[src/rtl/latch_rf_pkg.sv]
// rtl/latch_rf_pkg.sv - shared types and constants for the latch register-file reader
package latch_rf_pkg;

    localparam int RSP_DEPTH      = 2;
    localparam int RSP_DATA_WIDTH = 32;

    typedef struct packed {
        logic [RSP_DATA_WIDTH-1:0] data;
        logic                      err;
    } rsp_entry_t;

    function automatic int addr_width(input int num_regs);
        return (num_regs > 1) ? $clog2(num_regs) : 1;
    endfunction

endpackage

[src/rtl/latch_rf_rsp_fifo.sv]
// rtl/latch_rf_rsp_fifo.sv - 2-entry valid/ready response FIFO with flush
module latch_rf_rsp_fifo
    import latch_rf_pkg::*;
#(
    parameter int WIDTH = $bits(rsp_entry_t)
) (
    input  logic             clk_i,
    input  logic             rst_ni,
    input  logic             flush,
    input  logic             push_valid,
    output logic             push_ready,
    input  logic [WIDTH-1:0] push_data,
    output logic             pop_valid,
    input  logic             pop_ready,
    output logic [WIDTH-1:0] pop_data
);

    logic [WIDTH-1:0] mem [RSP_DEPTH];
    logic [1:0]       count;
    logic             wr_ptr;
    logic             rd_ptr;
    logic             push;
    logic             pop;

    assign pop_valid  = (count != 2'd0);
    assign pop        = pop_valid & pop_ready;
    // A full buffer still takes a push when the head leaves in the same cycle.
    assign push_ready = ~flush & ((count < 2'(RSP_DEPTH)) | pop);
    assign push       = push_valid & push_ready;
    assign pop_data   = mem[rd_ptr];

    always_ff @(posedge clk_i or negedge rst_ni) begin
        if (!rst_ni) begin
            count  <= 2'd0;
            wr_ptr <= 1'b0;
            rd_ptr <= 1'b0;
            for (int i = 0; i < RSP_DEPTH; i++) begin
                mem[i] <= '0;
            end
        end else if (flush) begin
            count  <= 2'd0;
            wr_ptr <= 1'b0;
            rd_ptr <= 1'b0;
        end else begin
            if (push) begin
                mem[wr_ptr] <= push_data;
                wr_ptr      <= ~wr_ptr;
            end
            if (pop) begin
                rd_ptr <= ~rd_ptr;
            end
            count <= count + {1'b0, push} - {1'b0, pop};
        end
    end

endmodule

[src/rtl/latch_rf_reader.sv]
// rtl/latch_rf_reader.sv - read port for a latch register bank; LATCH_RF_READ_BYPASS_EN forwards same-cycle writes
module latch_rf_reader
    import latch_rf_pkg::*;
#(
    parameter int DATA_WIDTH = 32,
    parameter int NUM_REGS   = 32,
    parameter int ADDR_WIDTH = addr_width(NUM_REGS),
    parameter int ZERO_REG   = 1
) (
    input  logic                           clk_i,
    input  logic                           rst_ni,
    input  logic [NUM_REGS*DATA_WIDTH-1:0] rf_rdata_i,
    input  logic                           wr_en_i,
    input  logic [ADDR_WIDTH-1:0]          wr_addr_i,
    input  logic [DATA_WIDTH-1:0]          wr_data_i,
    input  logic                           flush_i,
    input  logic                           req_valid_i,
    output logic                           req_ready_o,
    input  logic [ADDR_WIDTH-1:0]          req_addr_i,
    output logic                           rsp_valid_o,
    input  logic                           rsp_ready_i,
    output logic [DATA_WIDTH-1:0]          rsp_data_o,
    output logic                           rsp_err_o
);

    typedef struct packed {
        logic [DATA_WIDTH-1:0] data;
        logic                  err;
    } entry_t;

    localparam logic [ADDR_WIDTH:0] NUM_REGS_W = (ADDR_WIDTH+1)'(NUM_REGS);

    logic [DATA_WIDTH-1:0] words [NUM_REGS];
    logic                  ready_en;
    logic                  fifo_ready;
    logic                  addr_oob;
    logic                  addr_zero;
    entry_t                sel;
    entry_t                head;

    for (genvar i = 0; i < NUM_REGS; i++) begin : g_word
        assign words[i] = rf_rdata_i[i*DATA_WIDTH +: DATA_WIDTH];
    end

    // Holds the request side closed until the first edge after reset release.
    always_ff @(posedge clk_i or negedge rst_ni) begin
        if (!rst_ni) begin
            ready_en <= 1'b0;
        end else begin
            ready_en <= 1'b1;
        end
    end

    assign addr_oob  = ({1'b0, req_addr_i} >= NUM_REGS_W);
    assign addr_zero = (ZERO_REG != 0) && (req_addr_i == '0);

    always_comb begin
        sel = '0;
        if (addr_oob) begin
            sel.err = 1'b1;
        end else if (!addr_zero) begin
            sel.data = words[req_addr_i];
`ifdef LATCH_RF_READ_BYPASS_EN
            // The cell only shows this write after the edge, so forward it directly.
            if (wr_en_i && (wr_addr_i == req_addr_i)) begin
                sel.data = wr_data_i;
            end
`endif
        end
    end

`ifndef LATCH_RF_READ_BYPASS_EN
    logic unused_wr;
    assign unused_wr = ^{wr_en_i, wr_addr_i, wr_data_i};
`endif

    latch_rf_rsp_fifo #(
        .WIDTH ($bits(entry_t))
    ) u_rsp_fifo (
        .clk_i      (clk_i),
        .rst_ni     (rst_ni),
        .flush      (flush_i),
        .push_valid (req_valid_i & ready_en),
        .push_ready (fifo_ready),
        .push_data  (sel),
        .pop_valid  (rsp_valid_o),
        .pop_ready  (rsp_ready_i),
        .pop_data   (head)
    );

    assign req_ready_o = fifo_ready & ready_en;
    assign rsp_data_o  = head.data;
    assign rsp_err_o   = head.err;

endmodule
[config.mk]
export PLATFORM = sky130hd
export DESIGN_NAME = latch_rf_reader
export DESIGN_NICKNAME = d
export VERILOG_FILES = /design/src/rtl/latch_rf_pkg.sv /design/src/rtl/latch_rf_rsp_fifo.sv /design/src/rtl/latch_rf_reader.sv
export SDC_FILE = /design/constraint.sdc
export NUM_CORES = 1
export LEC_CHECK = 0
export ABC_AREA = 1
export BUFFER_PORTS_ARGS = -buffer_cell sky130_fd_sc_hd__buf_2
export CAP_MARGIN = 20
export CORE_AREA = 4 4 432 434
export CTS_CLUSTER_SIZE = 25
export DETAILED_ROUTE_END_ITERATION = 10
export DIE_AREA = 0 0 436 438
export PLACE_DENSITY = 0.3
export SYNTH_ARGS = -nofsm -noshare
export SYNTH_HDL_FRONTEND = slang
export SYNTH_SLANG_ARGS = --single-unit
export TNS_END_PERCENT = 50
[constraint.sdc]
create_clock -name clk_i -period 4 [get_ports clk_i]
set_input_delay 1 -clock clk_i [delete_from_list [all_inputs] [get_ports clk_i]]
set_output_delay 1 -clock clk_i [all_outputs]
set_load 0.02 [all_outputs]
; ---- Word level (Yosys, flattened, before mapping)
; Index checks and enable logic that the tools add are counted.
[word_totals]
out_inout_bits = 35
inputBits = 1072
reg_bits = 71
word_cells = 46
[classes]
n_addsub = 2
bitwise = 12
reduce_logical = 6
muxes = 15
magnitude_cmp = 5
[ops]
columns = operator, count
row1 = binary-select mux 32 bit (select 5 bit), 1
row2 = two-way mux 33 bit, 4
row3 = two-way mux 32 bit, 3
row4 = bitwise mux 66 bit, 1
row5 = demux 33 bit (select 1 bit), 1
row6 = greater-or-equal comparator 6 bit (second input constant), 1
row7 = NOT 5 -> 6 bit, 1
row8 = nonzero test 2 bit, 3
row9 = bitwise AND 1 bit, 5
row10 = zero test 5 bit, 1
row11 = greater-or-equal comparator 2 bit (second input constant), 2
row12 = two-way mux 1 bit, 4
row13 = NOT 1 -> 2 bit, 2
row14 = NOT 1 bit, 3
row15 = adder 2 x 1 -> 2 bit, 1
row16 = less-than comparator 2 x 1 -> 1 bit (second input constant), 1
row17 = less-than comparator 2 bit (second input constant), 1
row18 = two-way mux 2 bit, 1
row19 = AND reduction 2 bit, 1
row20 = subtractor 2 x 1 -> 2 bit, 1
row21 = logical AND 1 bit, 1
row22 = bitwise OR 1 bit, 1

; ---- Longest topological paths before layout
; Gate-level depths: netlist (run 1).
[logic_depth]
ltp_word = 8
mapped_depth = 12

; ---- Hierarchy
; From an unflattened synthesis (run 1), not the netlist that was laid out.
[hier_totals]
hier_cells = 3220
hier_area_um2 = 15155.8
[by_module_without_submodules]
columns = module, cells_per_inst, area_each_um2, instances
row1 = latch_rf_reader, 2787, 11715.0, 1
row2 = latch_rf_rsp_fifo, 433, 3440.8, 1

; ---- Least setup slack after synthesis (run 1)
; OpenSTA, ideal clock, no wires.
[synth_timing]
path_type = input to output
from = input port flush_i
to = output port req_ready_o
required_ps = 3000
t_arrival_ps = 1353
n_path_buf = 0
slack_ps = 1647
cell_stages = 3
path_cell_list = inv_1 -> nand2_1 -> a21oi_4
[synth_between]
elab_chain_len = 3
[synth_rtl]
columns = item, line
row1 = "start, declared", latch_rf_reader.sv:16  ; input logic flush_i,
row2 = NOT 1 bit (no line), -
row3 = bitwise AND 1 bit, latch_rf_rsp_fifo.sv:28  ; assign push_ready = ~flush & ((count < 2'(RSP_DEPTH)) | pop);
row4 = bitwise AND 1 bit, latch_rf_reader.sv:91  ; assign req_ready_o = fifo_ready & ready_en;
row5 = "end, declared", latch_rf_reader.sv:18  ; output logic req_ready_o,
; No other way between the ends.

; ---- Worst setup path after layout (run 1)
[layout_timing]
from = register u_rsp_fifo.rd_ptr
to = output port rsp_data_o[26]
[layout_between]
elab_chain_len = 4
[layout_rtl]
columns = item, line
row1 = "start, declared", latch_rf_rsp_fifo.sv:21  ; logic rd_ptr;
row2 = "start signal, assigned", latch_rf_rsp_fifo.sv:50  ; rd_ptr <= ~rd_ptr;
row3 = NOT 1 -> 2 bit (implied by the code), latch_rf_rsp_fifo.sv:30  ; assign pop_data = mem[rd_ptr];
row4 = two-way mux 33 bit (implied by the code) (3 in series), latch_rf_rsp_fifo.sv:30
row5 = "end, declared", latch_rf_reader.sv:22  ; output logic [DATA_WIDTH-1:0] rsp_data_o,
; No other way between the ends. The select of a mux whose other input is x is not followed.

==> results of run 1 <==
## worst paths after layout
| path | endpoint |
|---|---|
| max in group asynchronous | u_rsp_fifo.mem[2] |
| min in group asynchronous | u_rsp_fifo.mem[65] |
| min reg2reg | u_rsp_fifo.mem[20] |
| max reg2reg | u_rsp_fifo.rd_ptr |
| max | rsp_data_o[26] |
| min | u_rsp_fifo.mem[20] |
## critical path, cell delays in order, from the launching register on
cell and delay [ns]:
dfrtp_1 0.35, clkinv_1 0.77, buf_4 0.50, nand2_1 0.08
nand2_1 0.07, buf_2 0.18
## flip-flops by register name, summed over array words and instances, names as in the netlist
signal	count
ready_en	1
u_rsp_fifo.count	2
u_rsp_fifo.mem	64
u_rsp_fifo.rd_ptr	1
u_rsp_fifo.wr_ptr	1
## cell usage in the layout, fill, tap and decap left out, types with 2 or more instances in the layout
master     synthesis  routed
nand2_1         1506    1506
inv_2              4       2
clkbuf_16          0       9
nand3_1          833     833
clkinv_1           2       2
dfrtp_1           69      69
nand4_1           64      64
clkbuf_1          45       2
buf_8              0       2
conb_1             2       2
buf_4             51      69
nor2_8             2       2
ha_1               2       2
buf_2            108    1063
clkinv_2           0       2
nor2_1             2       2
buf_12             0      23
nand2_4            2       2
diode_2            0      30
inv_1              8       7
## cells by family (layout without fill, tap and decap cells)
logic type                 after synthesis  in the layout  share of synthesized area
AOI/OAI and AO/OA                        3              3                    0.00193
xor gates and xnor gates                 2              2                    0.00129
adders and majority gates                2              2                    0.00184
buffers and inverters                  259           1189                      0.108
DFF                                     69             69                      0.127
other                                    2             32                   0.000552
and+or+nand+nor                       2412           2412                      0.759
## stage by stage
stage | util | power [µW] | setup slack, ns
6_report | 0.120 | 5400 | 0.702
5_1_grt | 0.120 | 5870 | 0.503
4_1_cts | 0.119 | 5600 | 0.610
3_5_place_dp | 0.118 | 4760 | 0.455
3_3_place_gp | 0.118 | 4770 | 0.447
2_1_floorplan | - | 2790 | 1.65
## layer usage
| metal | global-route usage | share of wire |
|---|---|---|
| met5 | 0 | 0.0012 |
| met4 | 0.0367 | 0.027 |
| met3 | 0.0325 | 0.064 |
| met2 | 0.287 | 0.51 |
| met1 | 0.181 | 0.39 |
## where the power goes
group / switching [µW] / internal [µW]
Combinational: 2300 / 1130
Clock: 315 / 498
Sequential: 161 / 999
Total: 2770 / 2630
## layout make-up
cell class                 count  area, µm²  area share
multi-input combinational   2421      10400       0.475
timing repair buffer        1158       6340       0.289
tap                         2385       2980       0.136
sequential                    69       1730      0.0788
clock buffer                  12        246      0.0113
inverter                      15       87.6     0.00400
antenna                       30       75.1     0.00343
clock inverter                 4       47.5     0.00217
==> impl_metrics.json, run 1 <==
{
  "required_ns": 3.00,
  "worst_pin_slew_ns": 1.01,
  "worstPathArrival_ns": 2.30,
  "grt_max_degree": 82,
  "reg2reg_from": "u_rsp_fifo.rd_ptr",
  "ios": 1107,
  "grt_overflow": 0,
  "cts_resized": 0,
  "hpwl_mm": 134,
  "ys.flop_type": "dfrtp_1",
  "dr.pass1.iters": 6,
  "cap_violations": 0,
  "wire_per_inst_um": 25.7,
  "syn_area_um2": 13600,
  "antenna_found_initial": 88,
  "hp-class": "flop to flop",
  "clockBufferDepth": 2,
  "irDropWorstVdd_uv": 231,
  "syn_area_per_cell_um2": 4.94,
  "grtUsageTotal": 0.155,
  "root_buffer": "clkbuf_16",
  "initial_core_util": 0.0744,
  "core-area_um2": 183000,
  "gp_congestion": 0.920,
  "setup_tns_ns": 0,
  "grt_first_pass_wirelength_mm": 201,
  "startpoint_type": "flop",
  "final_max_slew_viol_count": 0,
  "hold_ws_ns": 0.479,
  "yosys_warnings": 0,
  "setup_viol": 0,
  "rrSetupSlack_ns": 2.03,
  "hold_violations": 0,
  "fin_crit_sh": 0.824,
  "drive_gt1_frac": 0.322,
  "syn_nets": 3823,
  "drt-vias-per-instance": 3.69,
  "r2r_cells": 4,
  "final_nets": 4748,
  "synthArstFlopShare": 1.00,
  "finalInstanceArea_um2": 21900,
  "endpoint_kind": "primary output",
  "ys_types": 26,
  "portBuffers": 1067,
  "synth_area_leaders": "nand2_1, nand3_1, dfrtp_1",
  "place_area_um2": 21500,
  "yosys_register_bits": 69,
  "worstHoldStart": "u_rsp_fifo.mem[20]",
  "criticalPathCategory": "flop to primary output",
  "yosys-top-cells-count": "nand2_1, nand3_1, buf_2, dfrtp_1, nand4_1",
  "fmax_mhz": 303,
  "rsz0062_at_grt": "false",
  "vias": 22500,
  "yosys.area.top_type": "nand2_1",
  "die_x_um": 436,
  "period_minus_slack_ns": 3.30,
  "skew_ns": 0.00622,
  "synth.top_cell.area_share": 0.416,
  "synthCells": 2749,
  "slew_headroom": 0.323,
  "die-area_um2": 191000,
  "num_rows": 157,
  "fp.dieH_um": 438,
  "area_delta_synth_final_pct": 61.1,
  "insertion_delay_ns": 0.34,
  "cts_tree": "built",
  "wl_mm": 157,
  "min_path_cells": 2,
  "final_cell_count_no_fill": 6094,
  "cts_setup_buffers": 0,
  "cts_hold_buf": 0,
  "synth_edf_count": 0,
  "leakage_uw": 0.0115,
  "htree_levels": 3,
  "route.detailed.drc": 0,
  "status": "completed",
  "clkTransAtPathRegs_ns": 0.06,
  "power_density_nw_per_um2": 247,
  "drtIter0Drc": 1473,
  "cts_sinks": 69,
  "crit_fanout": 27,
  "grt_pass1_vias": 22200,
  "fill_cells": 22100,
  "synth-seq-area-share": 0.127,
  "synth_most_common_cell": "nand2_1",
  "crit_start": "u_rsp_fifo.rd_ptr",
  "cts_buffers": 9,
  "antenna_left": 0,
  "dpl.cell_count": 6048
}
Note: power is estimated with default switching activity, not from simulation.
==> run 2, diff against run 1 <==
--- a/config.mk
+++ b/config.mk
@@ -8,10 +8,10 @@
 export ABC_AREA = 1
 export BUFFER_PORTS_ARGS = -buffer_cell sky130_fd_sc_hd__buf_2
 export CAP_MARGIN = 20
-export CORE_AREA = 4 4 432 434
+export CORE_AREA = 4 4 431 433
 export CTS_CLUSTER_SIZE = 25
 export DETAILED_ROUTE_END_ITERATION = 10
-export DIE_AREA = 0 0 436 438
+export DIE_AREA = 0 0 435 437
 export PLACE_DENSITY = 0.3
 export SYNTH_ARGS = -nofsm -noshare
 export SYNTH_HDL_FRONTEND = slang
==> constraint.sdc (replaced) <==
create_clock -name clk_i -period 2.8 [get_ports clk_i]
set_input_delay 0.7 -clock clk_i [delete_from_list [all_inputs] [get_ports clk_i]]
set_output_delay 0.7 -clock clk_i [all_outputs]
set_load 0.02 [all_outputs]
==> run 2 against run 1 <==
- register-to-register slack worse by 1.2 ns
- critical path type is now input port to flop
- final area up 6.8%
- sequential cell count unchanged
- highest routed layer unchanged
- sequential power up 43%
- clock power up 48%
- first-iteration DRC count up 6.0%
- sequential share of layout area down 0.50 points
- clock-buffer cell count down 1
==> impl_metrics.json, run 2 (synthesized netlist as in run 1, its figures left out) <==
{
  "antenna_found_initial": 99,
  "final_cell_count_no_fill": 6219,
  "irDropWorstVdd_uv": 304,
  "skew_ns": 0.00629,
  "die_x_um": 435,
  "power.total_uw": 8180,
  "crit_fanout": 25,
  "r2r_end": "u_rsp_fifo.mem[14]",
  "num_rows": 157,
  "dr.pass1.iters": 6,
  "grt_overflow": 0,
  "gp_congestion": 0.903,
  "wl_met2_mm": 82.5,
  "hold_ws_ns": 0.366,
  "setup_viol": 0,
  "area_delta_synth_final_pct": 72.1,
  "hpwl_mm": 139,
  "rsz0062_at_grt": "false",
  "reg2reg_from": "u_rsp_fifo.count[1]",
  "fp.dieH_um": 437,
  "root_buffer": "clkbuf_16",
  "r2r_cells": 8,
  "highest_layer": "met5",
  "power_density_nw_per_um2": 350,
  "insertion_delay_ns": 0.35,
  "top_register": "u_rsp_fifo.mem",
  "cts_buffers": 9,
  "fmax_mhz": 399,
  "wl_met1_mm": 61.8,
  "drive_gt1_frac": 0.342,
  "grt_pass1_vias": 23000,
  "criticalPathCategory": "input port to flop",
  "vias": 23100,
  "drt-vias-per-instance": 3.72,
  "cts_sinks": 69,
  "grtUsageTotal": 0.159,
  "layout_commonest_cell": "nand2_1",
  "route.detailed.drc": 0,
  "slew_headroom": 0.486,
  "clockBufferDepth": 2,
  "reg_top3": "u_rsp_fifo.mem (64), u_rsp_fifo.count (2)",
  "status": "completed",
  "crit_start": "req_addr_i[0]",
  "hp-class": "input port to async pin",
  "required_ns": 3.09,
  "core-area_um2": 182000,
  "portBuffers": 1067,
  "dpl.cell_count": 6159,
  "placement.setup.worst_slack_ns": -0.138,
  "wl_mm": 160,
  "fin_crit_sh": 0.895,
  "wl_met3_mm": 11.1,
  "period_minus_slack_ns": 2.51,
  "rrSetupSlack_ns": 0.86,
  "endpoint_kind": "flop",
  "wire_per_inst_um": 25.7,
  "initial_core_util": 0.0746,
  "leakage_uw": 0.0123,
  "cts_setup_buffers": 0,
  "ios": 1107,
  "startpoint_type": "input port",
  "final_cell_mix": "nand2_1, buf_2, nand3_1, buf_4, buf_12",
  "worstPathArrival_ns": 2.79,
  "htree_levels": 3,
  "crit_end": "u_rsp_fifo.mem[52]",
  "worst_pin_slew_ns": 0.771,
  "cts_resized": 0,
  "final_nets": 4859,
  "cap_violations": 0,
  "grt_first_pass_wirelength_mm": 206,
  "hold_violations": 0,
  "drtIter0Drc": 1561,
  "die-area_um2": 190000,
  "largest_register_ffs": 64,
  "cts_tree": "built",
  "antenna_left": 0,
  "cts_hold_buf": 0,
  "final_max_slew_viol_count": 0,
  "fin_ws_ns": 0.294,
  "clkTransAtPathRegs_ns": 0.06,
  "grt_max_degree": 77
}
[run 2: changes by cell type in the layout (fill, tap and decap cells not counted)]
cell	before	now
diode_2	30	46
clkbuf_8	1	2
clkinv_2	2	0
clkinv_4	0	1
buf_12	23	72
buf_4	69	131
clkbuf_1	2	0
[run 2: worst min-delay path by stage]
stage                     slack, ns             endpoint  cells past startpoint
after global placement         0.47    u_rsp_fifo.mem[1]                      2
final                          0.37  u_rsp_fifo.count[0]                      1
after global routing           0.39   u_rsp_fifo.mem[65]                      1
after CTS                      0.37   u_rsp_fifo.mem[58]                      1
after floorplan                0.40             ready_en                      0
after detailed placement       0.47   u_rsp_fifo.mem[61]                      2
[run 2: report_power, final]
group	internal, µW	switching, µW
Clock	730	471
Combinational	1910	3410
Sequential	1430	236
Total	4060	4120
[run 2: cell type report]
| cell class | instances | area, µm² |
|---|---|---|
| multi-input cells | 2421 | 10400 |
| inverters | 15 | 87.6 |
| repair buffers | 1269 | 7790 |
| flip-flops and latches | 69 | 1730 |
| clock buffers | 11 | 253 |
| fillers | 21800 | 159000 |
| well taps | 2385 | 2980 |
| diodes | 46 | 115 |
| clock inverters | 3 | 46.3 |
[run 2: worst max-delay path: stages]
cell and delay (ns):
buf_8 0.21, buf_12 0.21, buf_12 0.20, buf_4 0.15, nand2_1 0.07, nand3_1 0.09
nand3_1 0.28, buf_4 0.26, nand2_1 0.12, nand2_1 0.07, nand3_1 0.14, nand4_1 0.11
nand2_1 0.08
[run 2: metal layers]
layer,global-route usage,vias up
li1,-,11100
met1,0.182,10800
met2,0.290,945
met3,0.0386,186
met4,0.0469,46
met5,0,-
[run 2: through the flow]
step | util | TNS, ns | area [µm²]
floorplan | - | 0 | 13600
global placement | 0.126 | -1.31 | 23000
detailed placement | 0.126 | -1.38 | 23000
CTS | 0.128 | 0 | 23300
global route | 0.128 | 0 | 23400
finish | 0.128 | 0 | 23400
==> run 3, diff against run 2 <==
--- a/config.mk
+++ b/config.mk
@@ -6,7 +6,7 @@
 export NUM_CORES = 1
 export LEC_CHECK = 0
 export ABC_AREA = 1
-export BUFFER_PORTS_ARGS = -buffer_cell sky130_fd_sc_hd__buf_2
+export BUFFER_PORTS_ARGS = -buffer_cell sky130_fd_sc_hd__buf_4
 export CAP_MARGIN = 20
 export CORE_AREA = 4 4 431 433
 export CTS_CLUSTER_SIZE = 25
==> run 3 against run 2 <==
- total power grew 5.5%
- routed wire length up 1.3%
- register-to-register slack barely moved
- sequential cell count unchanged
- critical endpoint unchanged
- setup slack lost 0.14 ns
- clock power decreased by 7%
- die area did not move
- clock-buffer cell count shrank 1
- sequential share of layout area is 0.80 points lower
- combinational power increased by 10%
==> impl_metrics.json, run 3 (synthesized netlist as in run 1, its figures left out) <==
{
  "clockBufferDepth": 2,
  "endpoint_kind": "flop",
  "drt-vias-per-instance": 3.69,
  "worst_pin_slew_ns": 0.748,
  "startpoint_type": "input port",
  "reg2reg_from": "u_rsp_fifo.count[1]",
  "top_register": "u_rsp_fifo.mem",
  "power.total_uw": 8630,
  "dr.pass1.iters": 5,
  "skew_ns": 0.00771,
  "grt_max_degree": 65,
  "multi_input_area_um2": 10400,
  "area_delta_synth_final_pct": 93.1,
  "vias": 22900,
  "slew_headroom": 0.501,
  "timing.critical_path.mode_cell": "nand2_1",
  "cts_tree": "built",
  "leakage_uw": 0.0134,
  "final_cell_count_no_fill": 6225,
  "final_max_slew_viol_count": 0,
  "antenna_left": 0,
  "rsz0062_at_grt": "false",
  "r2r_cells": 8,
  "setup_viol": 0,
  "grt_first_pass_wirelength_mm": 210,
  "setup_tns_ns": 0,
  "grtUsageMet2": 0.303,
  "largest_register_ffs": 64,
  "hpwl_mm": 141,
  "final_cell_mix": "nand2_1, buf_4, nand3_1, buf_12, dfrtp_1",
  "power_density_nw_per_um2": 329,
  "grtUsageTotal": 0.161,
  "criticalPathCategory": "input port to flop",
  "antenna_found_initial": 42,
  "worstPathArrival_ns": 2.93,
  "required_ns": 3.08,
  "period_minus_slack_ns": 2.65,
  "grt_overflow": 0,
  "cts_sinks": 69,
  "cap_violations": 0,
  "core-area_um2": 182000,
  "cts_buffers": 9,
  "fmax_mhz": 377,
  "layout_commonest_cell": "nand2_1",
  "final_nets": 4895,
  "drive_gt1_frac": 0.348,
  "hold_violations": 0,
  "worstPathCellList": "buf_8 > inv_16 > buf_12 > buf_12 > nand2_1 > nand3_1 > nand3_1 > buf_4 > nand2_1 > nand2_1 > nand3_1 > buf_12 > nand4_1 > nand2_1",
  "cts_setup_buffers": 0,
  "route.detailed.drc": 0,
  "clkTransAtPathRegs_ns": 0.06,
  "status": "completed",
  "fin_crit_sh": 0.947,
  "grt_use_met1": 0.190,
  "rrSetupSlack_ns": 0.85,
  "critPathMaxStageDelay_ns": 0.32,
  "insertion_delay_ns": 0.35,
  "cts_hold_buf": 0,
  "fp.dieH_um": 437,
  "r2r_end": "u_rsp_fifo.mem[32]",
  "reg_top3": "u_rsp_fifo.mem (64), u_rsp_fifo.count (2)",
  "crit_fanout": 48,
  "crit_slowest_cell": "nand3_1",
  "use_met3": 0.0281,
  "ios": 1107,
  "die_x_um": 435,
  "hp-class": "input port to async pin",
  "irDropWorstVdd_uv": 294,
  "wire_per_inst_um": 26.0,
  "htree_levels": 3,
  "die-area_um2": 190000,
  "wl_mm": 162,
  "dpl.cell_count": 6195,
  "portBuffers": 1067,
  "num_rows": 157,
  "cts_resized": 0,
  "fill_cells": 21500,
  "drtIter0Drc": 1440,
  "initial_core_util": 0.0746,
  "grt_pass1_vias": 23600,
  "gp_congestion": 0.931,
  "top_usage_layer": "met2",
  "ff_latch_area_um2": 1730,
  "root_buffer": "clkbuf_16"
}
run 3: cell types whose count changed in the layout (fill, tap and decap cells not counted), moves of 2 or more:
cell,change
buf_12,+2
buf_2,-1063
buf_4,+1097
clkbuf_8,-2
clkinvlp_4,+3
diode_2,-32
inv_6,+2
run 3: final cells by class:
cell class,instances,share of cell area
inverters,15,0.00334
diodes,14,0.00133
clock buffers,10,0.00872
flip-flops and latches,69,0.0658
repair buffers,1305,0.409
well taps,2385,0.114
multi-input cells,2421,0.396
clock inverters,6,0.00181
run 3: where the power goes:
group / switching, µW / leakage, µW / internal [µW]
clock network: 499 / 0.000122 / 607
registers: 240 / 0.000881 / 1430
logic: 3370 / 0.0124 / 2490
run 3: worst max-delay path by stage:
stage | start | end | slack, ns | cells after the start
6_report | req_addr_i[0] | u_rsp_fifo.mem[52] | 0.15 | 14
5_1_grt | req_addr_i[0] | u_rsp_fifo.mem[52] | 0.10 | 14
4_1_cts | req_addr_i[0] | u_rsp_fifo.mem[52] | 0.13 | 14
3_5_place_dp | req_addr_i[0] | u_rsp_fifo.mem[52] | -0.22 | 14
3_3_place_gp | req_addr_i[0] | u_rsp_fifo.mem[52] | -0.22 | 14
2_1_floorplan | req_addr_i[1] | u_rsp_fifo.mem[59] | 0.99 | 10
run 3: routing by layer:
layer / part of all wire / wire length, µm
met4: 0.018 / 2900
met5: 0.00084 / 136
met1: 0.40 / 64800
met2: 0.53 / 85300
met3: 0.054 / 8670
run 3: metrics by stage:
stage,setup WS [ns],cell area (µm²),util,hold slack (ns)
after floorplan,0.985,13600,-,0.404
after global placement,-0.215,25900,0.142,0.466
after detailed placement,-0.220,25900,0.142,0.466
after CTS,0.130,26200,0.144,0.383
after global routing,0.104,26200,0.144,0.403
final,0.149,26200,0.144,0.354
run 3: critical path: cells and delay by family:
kind                   cells  cell delay, ns
buffers and inverters      6            1.12
AND/OR/NAND/NOR            8            1.01
